**src/rtl/seq_alu_if.sv**
```systemverilog
// rtl/seq_alu_if.sv - operand/result handshake bundle for seq_alu
interface seq_alu_if #(
    parameter int WIDTH = 32,
    parameter int SHW   = $clog2(WIDTH)
);
    logic             in_valid;
    logic             in_ready;
    logic [WIDTH-1:0] A;
    logic [WIDTH-1:0] B;
    logic [4:0]       FS;
    logic [SHW-1:0]   SH;
    logic             out_valid;
    logic             out_ready;
    logic [WIDTH-1:0] F;
    logic [WIDTH-1:0] R;
    logic             Z;
    logic             V;
    logic             N;
    logic             C;
    logic             busy;

    modport master (
        output in_valid, A, B, FS, SH, out_ready,
        input  in_ready, out_valid, F, R, Z, V, N, C, busy
    );

    modport slave (
        input  in_valid, A, B, FS, SH, out_ready,
        output in_ready, out_valid, F, R, Z, V, N, C, busy
    );
endinterface

```
**src/rtl/seq_alu.sv**
```systemverilog
// rtl/seq_alu.sv - sequential ALU: single-cycle logic/arith/shift ops, iterative MUL and DIVU
module seq_alu #(
    parameter int WIDTH = 32,
    parameter int SHW   = $clog2(WIDTH)
) (
    input  logic     clk,
    input  logic     rst,
    seq_alu_if.slave bus
);
    localparam logic [4:0] OP_PASS = 5'b00000, OP_ADD = 5'b00010, OP_SUB = 5'b00101,
                           OP_AND  = 5'b01000, OP_OR  = 5'b01010, OP_XOR = 5'b01100,
                           OP_NOT  = 5'b01110, OP_LSL = 5'b10000, OP_LSR = 5'b10001,
                           OP_ASR  = 5'b10010, OP_MUL = 5'b10100, OP_DIVU = 5'b10110;
    localparam logic [SHW:0] LAST = (SHW+1)'(WIDTH - 1);

    typedef enum logic [1:0] {IDLE, EXEC, DONE} state_t;
    state_t state, state_nxt;

    logic                 accept;
    logic [WIDTH-1:0]     a_r, b_r;
    logic                 is_div;
    logic [SHW:0]         cnt;
    logic [2*WIDTH-1:0]   p, p_nxt;

    logic [WIDTH-1:0]     sc_f;
    logic                 sc_c, sc_v, sc_iter;
    logic [WIDTH:0]       sum, diff, lsl, lsr;
    logic signed [WIDTH:0] asr;

    logic [WIDTH:0]       mul_sum, div_shift;
    logic [WIDTH-1:0]     div_sub;
    logic                 div_ge;
    logic [WIDTH-1:0]     it_f, it_r;
    logic                 it_v;

    assign accept = bus.in_valid && bus.in_ready;

    always_ff @(posedge clk) begin
        if (rst) state <= IDLE;
        else     state <= state_nxt;
    end

    always_comb begin
        state_nxt = state;
        case (state)
            IDLE: if (accept) state_nxt = sc_iter ? EXEC : DONE;
            EXEC: if (cnt == LAST) state_nxt = DONE;
            DONE: if (bus.out_ready) state_nxt = IDLE;
            default: state_nxt = IDLE;
        endcase
    end

    // in_ready is masked by rst so an op offered during reset is never taken
    always_comb begin
        bus.in_ready  = (state == IDLE) && !rst;
        bus.busy      = (state == EXEC);
        bus.out_valid = (state == DONE);
    end

    always_comb begin
        sc_f    = '0;
        sc_c    = 1'b0;
        sc_v    = 1'b0;
        sc_iter = 1'b0;
        sum  = {1'b0, bus.A} + {1'b0, bus.B};
        diff = {1'b0, bus.A} - {1'b0, bus.B};
        lsl  = {1'b0, bus.A} << bus.SH;
        lsr  = {bus.A, 1'b0} >> bus.SH;
        asr  = $signed({bus.A, 1'b0}) >>> bus.SH;
        case (bus.FS)
            OP_PASS: sc_f = bus.A;
            OP_ADD: begin
                {sc_c, sc_f} = sum;
                sc_v = (bus.A[WIDTH-1] == bus.B[WIDTH-1]) && (sum[WIDTH-1] != bus.A[WIDTH-1]);
            end
            OP_SUB: begin
                {sc_c, sc_f} = diff;
                sc_v = (bus.A[WIDTH-1] != bus.B[WIDTH-1]) && (diff[WIDTH-1] != bus.A[WIDTH-1]);
            end
            OP_AND:  sc_f = bus.A & bus.B;
            OP_OR:   sc_f = bus.A | bus.B;
            OP_XOR:  sc_f = bus.A ^ bus.B;
            OP_NOT:  sc_f = ~bus.A;
            // the extra guard bit catches the last bit shifted out; it stays 0 for SH=0
            OP_LSL:  {sc_c, sc_f} = lsl;
            OP_LSR:  {sc_f, sc_c} = lsr;
            OP_ASR:  {sc_f, sc_c} = asr;
            OP_MUL, OP_DIVU: sc_iter = 1'b1;
            default: sc_f = '0;
        endcase
    end

    // p holds {hi,lo}: MUL keeps {partial product, multiplier}, DIVU keeps {remainder, quotient}
    always_comb begin
        mul_sum   = {1'b0, p[2*WIDTH-1:WIDTH]} + (p[0] ? {1'b0, a_r} : '0);
        div_shift = {p[2*WIDTH-1:WIDTH], p[WIDTH-1]};
        div_ge    = (div_shift >= {1'b0, b_r});
        div_sub   = div_shift[WIDTH-1:0] - b_r;
        if (is_div)
            p_nxt = {(div_ge ? div_sub : div_shift[WIDTH-1:0]), p[WIDTH-2:0], div_ge};
        else
            p_nxt = {mul_sum, p[WIDTH-1:1]};
    end

    always_comb begin
        it_f = p_nxt[WIDTH-1:0];
        it_r = '0;
        it_v = 1'b0;
        if (is_div) begin
            if (b_r == '0) begin
                it_f = '1;
                it_r = a_r;
                it_v = 1'b1;
            end else begin
                it_r = p_nxt[2*WIDTH-1:WIDTH];
            end
        end else begin
            it_v = |p_nxt[2*WIDTH-1:WIDTH];
        end
    end

    always_ff @(posedge clk) begin
        if (rst) begin
            a_r <= '0; b_r <= '0; is_div <= 1'b0; cnt <= '0; p <= '0;
            bus.F <= '0; bus.R <= '0;
            bus.Z <= 1'b0; bus.V <= 1'b0; bus.N <= 1'b0; bus.C <= 1'b0;
        end else begin
            case (state)
                IDLE: if (accept) begin
                    a_r    <= bus.A;
                    b_r    <= bus.B;
                    is_div <= (bus.FS == OP_DIVU);
                    cnt    <= '0;
                    p      <= {{WIDTH{1'b0}}, (bus.FS == OP_DIVU) ? bus.A : bus.B};
                    if (!sc_iter) begin
                        bus.F <= sc_f;
                        bus.R <= '0;
                        bus.Z <= (sc_f == '0);
                        bus.N <= sc_f[WIDTH-1];
                        bus.V <= sc_v;
                        bus.C <= sc_c;
                    end
                end
                EXEC: begin
                    p   <= p_nxt;
                    cnt <= cnt + {{SHW{1'b0}}, 1'b1};
                    if (cnt == LAST) begin
                        bus.F <= it_f;
                        bus.R <= it_r;
                        bus.Z <= (it_f == '0);
                        bus.N <= it_f[WIDTH-1];
                        bus.V <= it_v;
                        bus.C <= 1'b0;
                    end
                end
                default: ;
            endcase
        end
    end
endmodule

```
**src/flat_wrapper.sv**
```systemverilog
// flat-port wrapper written by rule: the top's interface ports become plain ports
module seq_alu_flat 
#(
    parameter int WIDTH = 32,
    parameter int SHW   = $clog2(WIDTH)
)
  (clk, rst, bus_in_valid, bus_A, bus_B, bus_FS, bus_SH, bus_out_ready, bus_in_ready, bus_out_valid, bus_F, bus_R, bus_Z, bus_V, bus_N, bus_C, bus_busy);
  seq_alu_if #(.WIDTH(WIDTH), .SHW(SHW)) bus_i ();
  input  logic clk;
  input  logic rst;
  input wire logic [$bits(bus_i.in_valid)-1:0] bus_in_valid;
  input wire logic [$bits(bus_i.A)-1:0] bus_A;
  input wire logic [$bits(bus_i.B)-1:0] bus_B;
  input wire logic [$bits(bus_i.FS)-1:0] bus_FS;
  input wire logic [$bits(bus_i.SH)-1:0] bus_SH;
  input wire logic [$bits(bus_i.out_ready)-1:0] bus_out_ready;
  output wire logic [$bits(bus_i.in_ready)-1:0] bus_in_ready;
  output wire logic [$bits(bus_i.out_valid)-1:0] bus_out_valid;
  output wire logic [$bits(bus_i.F)-1:0] bus_F;
  output wire logic [$bits(bus_i.R)-1:0] bus_R;
  output wire logic [$bits(bus_i.Z)-1:0] bus_Z;
  output wire logic [$bits(bus_i.V)-1:0] bus_V;
  output wire logic [$bits(bus_i.N)-1:0] bus_N;
  output wire logic [$bits(bus_i.C)-1:0] bus_C;
  output wire logic [$bits(bus_i.busy)-1:0] bus_busy;
  assign bus_i.in_valid = bus_in_valid;
  assign bus_i.A = bus_A;
  assign bus_i.B = bus_B;
  assign bus_i.FS = bus_FS;
  assign bus_i.SH = bus_SH;
  assign bus_i.out_ready = bus_out_ready;
  assign bus_in_ready = bus_i.in_ready;
  assign bus_out_valid = bus_i.out_valid;
  assign bus_F = bus_i.F;
  assign bus_R = bus_i.R;
  assign bus_Z = bus_i.Z;
  assign bus_V = bus_i.V;
  assign bus_N = bus_i.N;
  assign bus_C = bus_i.C;
  assign bus_busy = bus_i.busy;
  seq_alu #(.WIDTH(WIDTH), .SHW(SHW)) u_core (.clk(clk), .rst(rst), .bus(bus_i));
endmodule
```
**config.mk**
```make
export PLATFORM = sky130hd
export DESIGN_NAME = seq_alu_flat
export DESIGN_NICKNAME = d
export VERILOG_FILES = /design/src/rtl/seq_alu_if.sv /design/src/rtl/seq_alu.sv /design/src/flat_wrapper.sv
export SDC_FILE = /design/constraint.sdc
export NUM_CORES = 1
export LEC_CHECK = 0
export CAP_MARGIN = 20
export CORE_UTILIZATION = 40
export CTS_BUF_LIST = sky130_fd_sc_hd__clkbuf_4 sky130_fd_sc_hd__clkbuf_8
export DETAILED_ROUTE_END_ITERATION = 8
export DONT_BUFFER_PORTS = 1
export GPL_ROUTABILITY_DRIVEN = 1
export HOLD_SLACK_MARGIN = 0.03
export MAX_ROUTING_LAYER = met4
export REMOVE_ABC_BUFFERS = 1
export SYNTH_ARGS = -nofsm -noshare
export SYNTH_HDL_FRONTEND = slang
export SYNTH_SLANG_ARGS = --single-unit
```
**constraint.sdc**
```tcl
create_clock -name clk -period 6.1 [get_ports clk]
set_clock_uncertainty 0.1 [all_clocks]
set_input_delay 0.915 -clock clk [delete_from_list [all_inputs] [get_ports clk]]
set_output_delay 0.915 -clock clk [all_outputs]
set_load 0.1 [all_outputs]
```
==> results.yml <==
sta:
  finalWorstSetupSlack_ns: 0.427
  hold-worst-slack_ns: 0.331
  fmax_ghz: 0.176
  setup_viol: 0
  finalCritPeriodShare_pct: 93.0
  hold_viol_final: 0
  drv_slew: 0
  tightest_slew_ns: 1.10
  rsz0062_at_grt: "no"
  min_period_ns: 5.67
  relSlewSlack_pct: 26.6
power:
  switching_power_mw: 1.67
  leakage_nw: 9.54
  p_sw_share_pct: 38.8
  p_seq_share_pct: 37.1
  pwr-share-clk_pct: 32.7
  pwr-share-comb_pct: 30.2
  fin_total_pwr_mw: 4.32
  peakVddDrop_mv: 0.136
  internal-power_mw: 2.64
  powerDensity_mw_per_mm2: 173
worst_setup_path:
  cp_max_fo: 25
  required_ns: 6.47
  end_kind: "flip-flop"
  path_class: "flip-flop to flip-flop"
  cp-start-kind: "flip-flop"
  crit_arrival_ns: 6.04
  startpoint: "u_core.p[0]"
  r2r_start: "u_core.p[0]"
clock_tree:
  clk_path_buf_depth: 3
  cts.sinks: 204
  htreeDepth: 2
  post_cts_buffers: 0
  clkLatencyLatePin_ns: 0.58
  cts_hold_buf: 0
  cts_buffers: 37
  post_cts_resized: 0
  cts_tree: "yes"
  root_buffer: "clkbuf_8"
  clkTransAtPathRegs_ns: 0.06
job:
  maxCapViolations: 0
layout:
  finalCoreUtilization_pct: 42.3
  fin_nets: 3381
  flow.area_growth_from_synthesis_pct: 4.44
  seqCellArea_mm2: 0.00409
  multi_input_area_mm2: 0.0180
  drive_gt1_share_pct: 8.07
  final_area_mm2: 0.0249
  fill_cells: 6184
die:
  core.rowCount: 89
  ioPinCount: 149
  die_area_mm2: 0.0606
  coreArea_mm2: 0.0589
  start_util_pct: 40.5
  die_w_um: 246
  die_y_um: 246
place:
  pre_cts_ws_ns: 0.589
  dpl.hpwl_um: 79500
  io_buffers: 0
  routabilityCongestion: 1.06
  place_area_mm2: 0.0241
yosys:
  synth-edff-count: 0
  synth_ff_type: "dfxtp_1"
  netlist_area_mm2: 0.0238
  syn_inst: 3330
  avgSynthCellArea_um2: 7.16
  synth-seq-cells: 204
  ys_seq_area_share_pct: 17.1
  synth-async-reset-ratio_pct: 0
  synth.distinct_cells: 100
  ys_warn_count: 0
detailed_routing:
  firstDrtPassIters: 6
  post_drt_wl_per_cell_um: 26.7
  antenna_left: 0
  drt-initial-drc-count: 3107
  wirelength_um: 105000
  via_per_inst: 6.55
  vias: 25800
  drc_errors: 0
global_routing:
  antenna_found_initial: 3
  grt_pass1_wl_um: 155000
  track_usage_pct: 34.5
  grt-ovfl-total: 0
  grt_max_degree: 207
  first_global_vias: 23700
worst_hold_path:
  min_path_type: "input port to flip-flop"
  worstHoldStart: "rst"
status:
  status: "finished clean"
[final timing paths]
| path | to | slack [ns] | cells past startpoint |
|---|---|---|---|
| min reg2reg | u_core.b_r[11] | 0.39 | 2 |
| max reg2reg | u_core.bus.V | 0.43 | 14 |
| min | u_core.bus.R[4] | 0.33 | 1 |
| max | u_core.bus.V | 0.43 | 14 |
[critical path, stage by stage, from the launching register on]
cell       delay, ns
dfxtp_1         0.89
and2_1          0.23
ha_1            0.27
o21ai_0         0.19
a2111oi_0       0.77
nand4_1         0.16
o211ai_1        0.41
o31ai_1         0.21
o21ai_1         0.26
xor2_1          0.10
o21ai_0         0.40
or3b_2          0.49
nor4_1          0.46
a41oi_1         0.32
a22o_1          0.27
[cells in the mapped netlist, types with 34 or more instances]
cell / count / area share (%)
nor2_1: 426 / 6.7
nand2_1: 322 / 5.1
a21oi_1: 274 / 5.8
o21ai_0: 247 / 5.2
clkbuf_1: 205 / 3.2
dfxtp_1: 204 / 17
ha_1: 169 / 8.9
inv_1: 158 / 2.5
mux2i_1: 111 / 4.7
nand3_1: 70 / 1.5
nor3_1: 66 / 1.4
mux4_2: 59 / 5.6
a211oi_1: 54 / 1.7
o211ai_1: 54 / 1.7
a31oi_1: 53 / 1.4
and2_1: 43 / 1.1
buf_2: 43 / 0.90
a311oi_1: 42 / 1.5
o31ai_1: 42 / 1.3
a221oi_1: 40 / 1.5
nand3b_1: 37 / 1.2
nand4_1: 36 / 0.94
a21o_1: 34 / 1.1
[final cells by class]
| type | instances | share of cell area [%] |
|---|---|---|
| multi-input cells | 2671 | 72.2 |
| flip-flops and latches | 204 | 16.4 |
| well taps | 773 | 3.89 |
| clock buffers | 57 | 2.90 |
| inverters | 163 | 2.46 |
| repair buffers | 53 | 1.73 |
| clock inverters | 10 | 0.337 |
| diodes | 3 | 0.0302 |
[per-layer routing]
| metal | routed length, um | GRT usage, % | vias up |
|---|---|---|---|
| li1 | - | - | 11800 |
| met1 | 43800 | 44.8 | 12200 |
| met2 | 46300 | 52.5 | 1448 |
| met3 | 9220 | 4.98 | 245 |
| met4 | 5660 | 16.3 | 0 |
| met5 | 0 | - | - |
[metrics by stage]
stage	setup TNS, ns	std cells
6_report	0	3934
5_1_grt	0	3934
4_1_cts	0	3931
3_5_place_dp	0	3864
3_3_place_gp	0	3864
2_1_floorplan	-201.13	3038
[cells by family (layout without fill, tap and decap cells)]
| logic type | after synthesis | after routing | share of synthesized area [%] |
|---|---|---|---|
| compound gates | 1096 | 1096 | 30.5 |
| xor+xnor | 58 | 58 | 2.13 |
| fa+ha+maj | 173 | 173 | 9.21 |
| buf+inv | 455 | 283 | 7.74 |
| flops | 204 | 204 | 17.1 |
| mux | 181 | 181 | 10.8 |
| other cells | 0 | 3 | 0 |
| simple gates | 1163 | 1163 | 22.5 |
[power by group through the flow]
stage                     Sequential [mW]  Clock [mW]  Combinational, mW
after global placement               1.63           0               1.27
after global routing                 1.61        1.49               1.39
final                                1.60        1.41               1.30
after CTS                            1.60        1.44               1.26
after detailed placement             1.63           0               1.25
after floorplan                      1.59           0              0.888
[state kept, by name, summed over array words and instances, names as in the netlist]
signal and cells:
u_core.p 64, u_core.a_r 32, u_core.b_r 32, u_core.bus.R 32, u_core.bus.F 31, u_core.cnt 6, u_core.state 2, u_core.bus.C 1
u_core.bus.N 1, u_core.bus.V 1, u_core.bus.Z 1, u_core.is_div 1
[cells in the final DEF (no fill, tap or decap), types with 21 or more instances in the layout]
cell type and n:
a221oi_1 39, nor2_1 423, nand2b_1 22, dfxtp_1 202
buf_4 51, nor3_1 63, nand2_1 320, a21oi_1 274
o31ai_1 42, a22oi_1 31, ha_1 169, xnor2_1 29
a311oi_1 42, clkbuf_8 47, a211oi_1 54, mux2i_1 111
or3_1 23, nand4_1 36, a31oi_1 53, xor2_1 29
o21ai_0 247, nor4_1 31, mux4_2 59, nand3_1 70
o211ai_1 54, inv_1 158, o21bai_1 21, a21o_1 34
nand3b_1 37, and2_1 42
(Power assumes the default switching activity.)
